## config.mk

```make
export PLATFORM = sky130hd
export DESIGN_NAME = i2c_apb_job_sequencer
export DESIGN_NICKNAME = d
export VERILOG_FILES = /design/src/rtl/i2c_apb_job_sequencer.sv
export SDC_FILE = /design/constraint.sdc
export NUM_CORES = 1
export LEC_CHECK = 0
export CAP_MARGIN = 20
export CORE_AREA = 2 2 86 88
export CTS_CLUSTER_DIAMETER = 40
export DETAILED_ROUTE_END_ITERATION = 8
export DIE_AREA = 0 0 88 90
export MAX_ROUTING_LAYER = met4
export PLACE_DENSITY = 0.79
export SYNTH_ARGS = -nofsm -noshare
export SYNTH_HDL_FRONTEND = slang
export SYNTH_SLANG_ARGS = --single-unit
```

## constraint.sdc

```tcl
create_clock -name PCLK -period 2.21 [get_ports PCLK]
set_clock_uncertainty 0.15 [all_clocks]
set_input_delay 0.663 -clock PCLK [delete_from_list [all_inputs] [get_ports PCLK]]
set_output_delay 0.663 -clock PCLK [all_outputs]
set_load 0.02 [all_outputs]
```

## src/rtl/i2c_apb_job_sequencer.sv

```systemverilog
// APB master that runs one I2C write job on the I2C controller's APB port:
// prescale, slave address, payload bytes, START command, then status polling.
module i2c_apb_job_sequencer #(
    parameter int unsigned FIFO_DEPTH    = 8,
    parameter logic [7:0]  CMD_START     = 8'h90,
    parameter int unsigned STAT_BUSY_BIT = 0,
    parameter int unsigned STAT_NACK_BIT = 1,
    parameter int unsigned POLL_GAP      = 16,
    parameter int unsigned POLL_MAX      = 255,
    parameter int unsigned READY_TO      = 64
) (
    input  logic       PCLK,
    input  logic       PRESET,
    input  logic       job_valid,
    output logic       job_ready,
    input  logic [7:0] job_prescale,
    input  logic [7:0] job_addr,
    input  logic [3:0] job_len,
    input  logic       tx_valid,
    output logic       tx_ready,
    input  logic [7:0] tx_data,
    output logic       busy,
    output logic       done,
    output logic       err,
    output logic       m_PSELx,
    output logic       m_PENABLE,
    output logic       m_PWRITE,
    output logic [7:0] m_PADDR,
    output logic [7:0] m_PWDATA,
    input  logic [7:0] m_PRDATA,
    input  logic       m_PREADY
);

    localparam int unsigned GAP_W = (POLL_GAP > 1) ? $clog2(POLL_GAP) : 1;
    localparam int unsigned TO_W  = (READY_TO > 1) ? $clog2(READY_TO) : 1;

    localparam logic [GAP_W-1:0] GAP_LAST  = GAP_W'(POLL_GAP - 1);
    localparam logic [TO_W-1:0]  TO_LAST   = TO_W'(READY_TO - 1);
    localparam logic [7:0]       POLL_LAST = 8'(POLL_MAX);
    localparam logic [3:0]       LEN_MAX   = 4'(FIFO_DEPTH);

    localparam logic [7:0] A_PRE  = 8'h20;
    localparam logic [7:0] A_ADDR = 8'h40;
    localparam logic [7:0] A_STAT = 8'h60;
    localparam logic [7:0] A_TX   = 8'h80;
    localparam logic [7:0] A_CMD  = 8'hC0;

    typedef enum logic [3:0] {
        S_IDLE, S_W_PRE, S_W_ADDR, S_FETCH, S_W_TX,
        S_W_CMD, S_GAP, S_R_STAT, S_FIN, S_ERR
    } state_t;

    typedef enum logic [1:0] {PH_SETUP, PH_ACCESS, PH_IDLE} phase_t;

    state_t     state_q, state_d, after_xfer;
    phase_t     phase_q, phase_d;
    logic [7:0] pre_q, addr_q, tx_q;
    logic [3:0] len_q, byte_cnt;
    logic [7:0] poll_cnt;
    logic [GAP_W-1:0] gap_cnt;
    logic [TO_W-1:0]  to_cnt;
    logic       stat_busy_q, stat_nack_q;
    logic       xfer;

    always_comb begin
        state_d    = state_q;
        phase_d    = phase_q;
        after_xfer = S_IDLE;
        m_PADDR    = '0;
        m_PWDATA   = '0;

        xfer = (state_q == S_W_PRE) || (state_q == S_W_ADDR) || (state_q == S_W_TX) ||
               (state_q == S_W_CMD) || (state_q == S_R_STAT);

        job_ready = (state_q == S_IDLE);
        busy      = (state_q != S_IDLE);
        tx_ready  = (state_q == S_FETCH);
        done      = (state_q == S_FIN) || (state_q == S_ERR);
        err       = (state_q == S_ERR) || ((state_q == S_FIN) && stat_nack_q);
        m_PSELx   = xfer && (phase_q != PH_IDLE);
        m_PENABLE = xfer && (phase_q == PH_ACCESS);
        m_PWRITE  = m_PSELx && (state_q != S_R_STAT);

        case (state_q)
            S_W_PRE:  begin m_PADDR = A_PRE;  m_PWDATA = pre_q;     end
            S_W_ADDR: begin m_PADDR = A_ADDR; m_PWDATA = addr_q;    end
            S_W_TX:   begin m_PADDR = A_TX;   m_PWDATA = tx_q;      end
            S_W_CMD:  begin m_PADDR = A_CMD;  m_PWDATA = CMD_START; end
            S_R_STAT: m_PADDR = A_STAT;
            default:  ;
        endcase

        // Successor of each APB transfer, taken after its trailing idle cycle.
        case (state_q)
            S_W_PRE:  after_xfer = S_W_ADDR;
            S_W_ADDR: after_xfer = (len_q == '0) ? S_W_CMD : S_FETCH;
            S_W_TX:   after_xfer = (byte_cnt == len_q) ? S_W_CMD : S_FETCH;
            S_W_CMD:  after_xfer = S_GAP;
            S_R_STAT: after_xfer = !stat_busy_q ? S_FIN :
                                   (poll_cnt == POLL_LAST) ? S_ERR : S_GAP;
            default:  after_xfer = S_IDLE;
        endcase

        case (state_q)
            S_IDLE: begin
                if (job_valid) begin
                    state_d = (job_len > LEN_MAX) ? S_ERR : S_W_PRE;
                    phase_d = PH_SETUP;
                end
            end
            S_FETCH: begin
                if (tx_valid) begin
                    state_d = S_W_TX;
                    phase_d = PH_SETUP;
                end
            end
            S_GAP: begin
                if (gap_cnt == GAP_LAST) begin
                    state_d = S_R_STAT;
                    phase_d = PH_SETUP;
                end
            end
            S_FIN, S_ERR: begin
                state_d = S_IDLE;
                phase_d = PH_SETUP;
            end
            default: begin
                case (phase_q)
                    PH_SETUP: phase_d = PH_ACCESS;
                    PH_ACCESS: begin
                        if (m_PREADY) begin
                            phase_d = PH_IDLE;
                        end else if (to_cnt == TO_LAST) begin
                            state_d = S_ERR;
                            phase_d = PH_SETUP;
                        end
                    end
                    default: begin
                        state_d = after_xfer;
                        phase_d = PH_SETUP;
                    end
                endcase
            end
        endcase
    end

    always_ff @(posedge PCLK or posedge PRESET) begin
        if (PRESET) begin
            state_q     <= S_IDLE;
            phase_q     <= PH_SETUP;
            pre_q       <= '0;
            addr_q      <= '0;
            len_q       <= '0;
            tx_q        <= '0;
            byte_cnt    <= '0;
            poll_cnt    <= '0;
            gap_cnt     <= '0;
            to_cnt      <= '0;
            stat_busy_q <= 1'b0;
            stat_nack_q <= 1'b0;
        end else begin
            state_q <= state_d;
            phase_q <= phase_d;

            if ((state_q == S_IDLE) && job_valid) begin
                pre_q    <= job_prescale;
                addr_q   <= job_addr;
                len_q    <= job_len;
                byte_cnt <= '0;
                poll_cnt <= '0;
            end

            if ((state_q == S_FETCH) && tx_valid) begin
                tx_q <= tx_data;
            end

            if (m_PENABLE && !m_PREADY && (to_cnt != TO_LAST)) begin
                to_cnt <= to_cnt + 1'b1;
            end else begin
                to_cnt <= '0;
            end

            if ((state_q == S_GAP) && (gap_cnt != GAP_LAST)) begin
                gap_cnt <= gap_cnt + 1'b1;
            end else begin
                gap_cnt <= '0;
            end

            if ((state_q == S_W_TX) && m_PENABLE && m_PREADY) begin
                byte_cnt <= byte_cnt + 1'b1;
            end

            if ((state_q == S_R_STAT) && m_PENABLE && m_PREADY) begin
                stat_busy_q <= m_PRDATA[STAT_BUSY_BIT];
                stat_nack_q <= m_PRDATA[STAT_NACK_BIT];
                if (poll_cnt != POLL_LAST) begin
                    poll_cnt <= poll_cnt + 1'b1;
                end
            end
        end
    end

endmodule

```

==> results.json <==
{
  "path_clk_slew_ns": 0.07,
  "slowest_stage": "dfrtp_2",
  "violations": "negative setup slack",
  "irDropWorstVdd_uv": 685.9,
  "required_ns": 1.40,
  "drt-wirelength-per-cell_um": 16.31,
  "whs_ns": 0.3196,
  "place_inst": 503,
  "outcome": "complete, but fails checks",
  "worstMarginPinSlew_ns": 0.5910,
  "drive_gt1_frac": 0.3258,
  "cts_tree": "built",
  "clock-sinks": 58,
  "rsz0062_at_grt": "yes",
  "htree_num_levels": 3,
  "synth_area_mm2": 0.003105,
  "cap_viol_max_count": 0,
  "vias": 2972,
  "synth_top_area_cell": "dfrtp_1",
  "crit_path_max_incr_delay_ns": 0.46,
  "synth_area_leaders": "dfrtp_1 47%, nand2_1 9.8%, mux2_2 4.0%, nor2_1 3.3%, nor4b_4 2.3%",
  "num-nets-final": 485,
  "rrSetupSlack_ns": -0.14,
  "hold_path_end": "to_cnt[0]$_DFF_PP0_",
  "routabilityCongestion": 0.8793,
  "path_buf_inv": 4,
  "layout_commonest_cell": "nand2_1",
  "crit_chain": "buf_6 -> nor4b_4 -> buf_2 -> a222oi_1 -> inv_1 -> buf_6",
  "port_buffers": 53,
  "fin_crit_sh": 1.174,
  "powerDensity_mw_per_mm2": 1339,
  "slew_headroom": 0.6024,
  "yosysSeqAreaShare": 0.4674,
  "ys_seq_elements": 58,
  "fin_ws_ns": -0.3841,
  "rows": 31,
  "synth_edf_count": 0,
  "grt_pass1_vias": 3022,
  "postCtsHoldBufs": 0,
  "core_mm2": 0.007020,
  "drt_iter0_drc": 193,
  "arrival_ns": 1.78,
  "p_leak_uw": 0.002198,
  "path_common_cell": "buf_6",
  "ys_warn_count": 0,
  "area_delta_synth_final_pct": 46.49,
  "drtAntennaViolNets": 0,
  "diodes": 0,
  "hp-class": "reg -> reg",
  "hold_start": "to_cnt[0]$_DFF_PP0_",
  "synthCells": 323,
  "critPathKind": "reg -> out",
  "ys_types": 58,
  "worst_setup_path_start_kind": "register",
  "place_hpwl_mm": 5.348,
  "drc": 0,
  "ys_async_sr_fraction": 1.000,
  "clockBufferDepth": 2,
  "fmax_ghz": 0.3855,
  "die_area_mm2": 0.007920,
  "critical_path.endpoint_type": "primary output",
  "first_pass_iters": 6,
  "grt_usage": 0.2384,
  "overflow": 0,
  "ios": 65,
  "finalSetupViolations": 21,
  "critPathMaxFanout": 5,
  "fin_total_pwr_uw": 6094,
  "r2r-start": "state_q[0]$_DFFE_PP0P_",
  "start_util": 0.4423,
  "worst_skew_pair.late_latency_ns": 0.35,
  "avgSynthCellArea_um2": 9.614,
  "hold_viol_final": 0,
  "grt_max_degree": 59,
  "layoutNonFillerInstCount": 544,
  "cts_buffers": 9,
  "vias_per_cell": 5.463,
  "die_w_um": 88,
  "utilization": 0.6480,
  "r2r_cells": 7,
  "whs_path_depth": 1,
  "grt_pass1_wl_mm": 14.26,
  "routed_wl_mm": 8.873,
  "synth_ff_type": "dfrtp_1",
  "clockRootBuffer": "clkbuf_8",
  "cp_top_family": "buffers and inverters",
  "place_ws_ns": -0.4390,
  "synth_top_area_share": 0.4674,
  "period_needed_ns": 2.594,
  "final_cell_mix": "76 x nand2_1, 56 x dfrtp_1, 51 x buf_4",
  "final_max_slew_viol_count": 0,
  "fp.dieH_um": 90,
  "regToRegEndpoint": "state_q[3]$_DFFE_PP0P_",
  "antenna_found_initial": 0
}
-- cell usage after synthesis, types with 2 or more instances --
| cell | number |
|---|---|
| nor2b_1 | 3 |
| nor4b_4 | 3 |
| a31oi_1 | 3 |
| a21oi_1 | 4 |
| nor3_1 | 2 |
| buf_4 | 7 |
| buf_6 | 3 |
| inv_1 | 10 |
| nor4_1 | 2 |
| clkbuf_1 | 3 |
| nand2_1 | 81 |
| xor2_1 | 7 |
| a22o_1 | 2 |
| mux2_2 | 11 |
| nor4_2 | 2 |
| a222oi_1 | 6 |
| o21a_1 | 4 |
| nand3_1 | 12 |
| nor2_1 | 27 |
| o31ai_1 | 3 |
| and3_1 | 6 |
| o21ai_0 | 14 |
| dfrtp_1 | 58 |
| nor3b_1 | 2 |
| nand3b_1 | 2 |
| ha_1 | 4 |
| o211ai_1 | 2 |
| xnor2_1 | 5 |
| buf_2 | 4 |
| nand2b_1 | 3 |
-- layout make-up --
class | instances | area [um^2]
Clock buffer | 11 | 131.4
Clock inverter | 5 | 55.05
Fill cell | 544 | 2471
Inverter | 10 | 41.29
Multi-Input combinational cell | 242 | 1630
Sequential cell | 58 | 1454
Tap cell | 99 | 123.9
Timing Repair Buffer | 119 | 1114
-- what timing repair did --
action                     CTS  global route
gates cloned                 2             0
setup endpoints to repair   25            54
pin swaps                   21            15
buffers inserted            17            11
gates resized for setup    127            27
-- cells by family after synthesis --
group / after synthesis / share of synthesized area
AOI/OAI and AO/OA: 50 / 0.1197
xor gates and xnor gates: 12 / 0.03384
adders and majority gates: 4 / 0.01612
buffers and inverters: 27 / 0.04996
DFF: 58 / 0.4674
muxes: 12 / 0.04311
other: 1 / 0.001208
and+or+nand+nor: 159 / 0.2687
-- routing by layer --
metal | track usage | share of wire | vias up
met2 | 0.3826 | 0.50 | 139
met1 | 0.2806 | 0.39 | 1436
met5 | - | 0 | -
met3 | 0.04224 | 0.067 | 47
met4 | 0.1282 | 0.048 | 0
li1 | - | - | 1350
-- where the power goes --
group	internal, uW	switching [uW]
Sequential	1420	298
Combinational	1770	1660
Clock	517	434
-- state kept, by name, indices dropped and copies added, names as in the netlist --
name         flops
addr_q           8
byte_cnt         4
gap_cnt          4
len_q            4
phase_q          2
poll_cnt         8
pre_q            8
stat_busy_q      1
stat_nack_q      1
state_q          4
to_cnt           6
tx_q             8
-- worst max-delay path by stage --
stage,start,endpoint,cells past startpoint
3_5_place_dp,state_q[3]$_DFFE_PP0P_,m_PWDATA[3],5
4_1_cts,state_q[0]$_DFFE_PP0P_,m_PWDATA[0],6
3_3_place_gp,state_q[3]$_DFFE_PP0P_,m_PWDATA[2],5
2_1_floorplan,state_q[1]$_DFFE_PP0P_,m_PWDATA[0],5
5_1_grt,state_q[3]$_DFFE_PP0P_,m_PWDATA[3],6
6_report,state_q[3]$_DFFE_PP0P_,m_PWDATA[0],6
-- stage by stage --
| step | instance area [um^2] | TNS (ns) |
|---|---|---|
| 4_1_cts | 4428 | -4.279 |
| 6_report | 4549 | -5.184 |
| 3_3_place_gp | 4031 | -7.258 |
| 2_1_floorplan | 3153 | 0 |
| 3_5_place_dp | 4031 | -7.665 |
| 5_1_grt | 4549 | -6.343 |
Power figures use the tool's default switching activity.
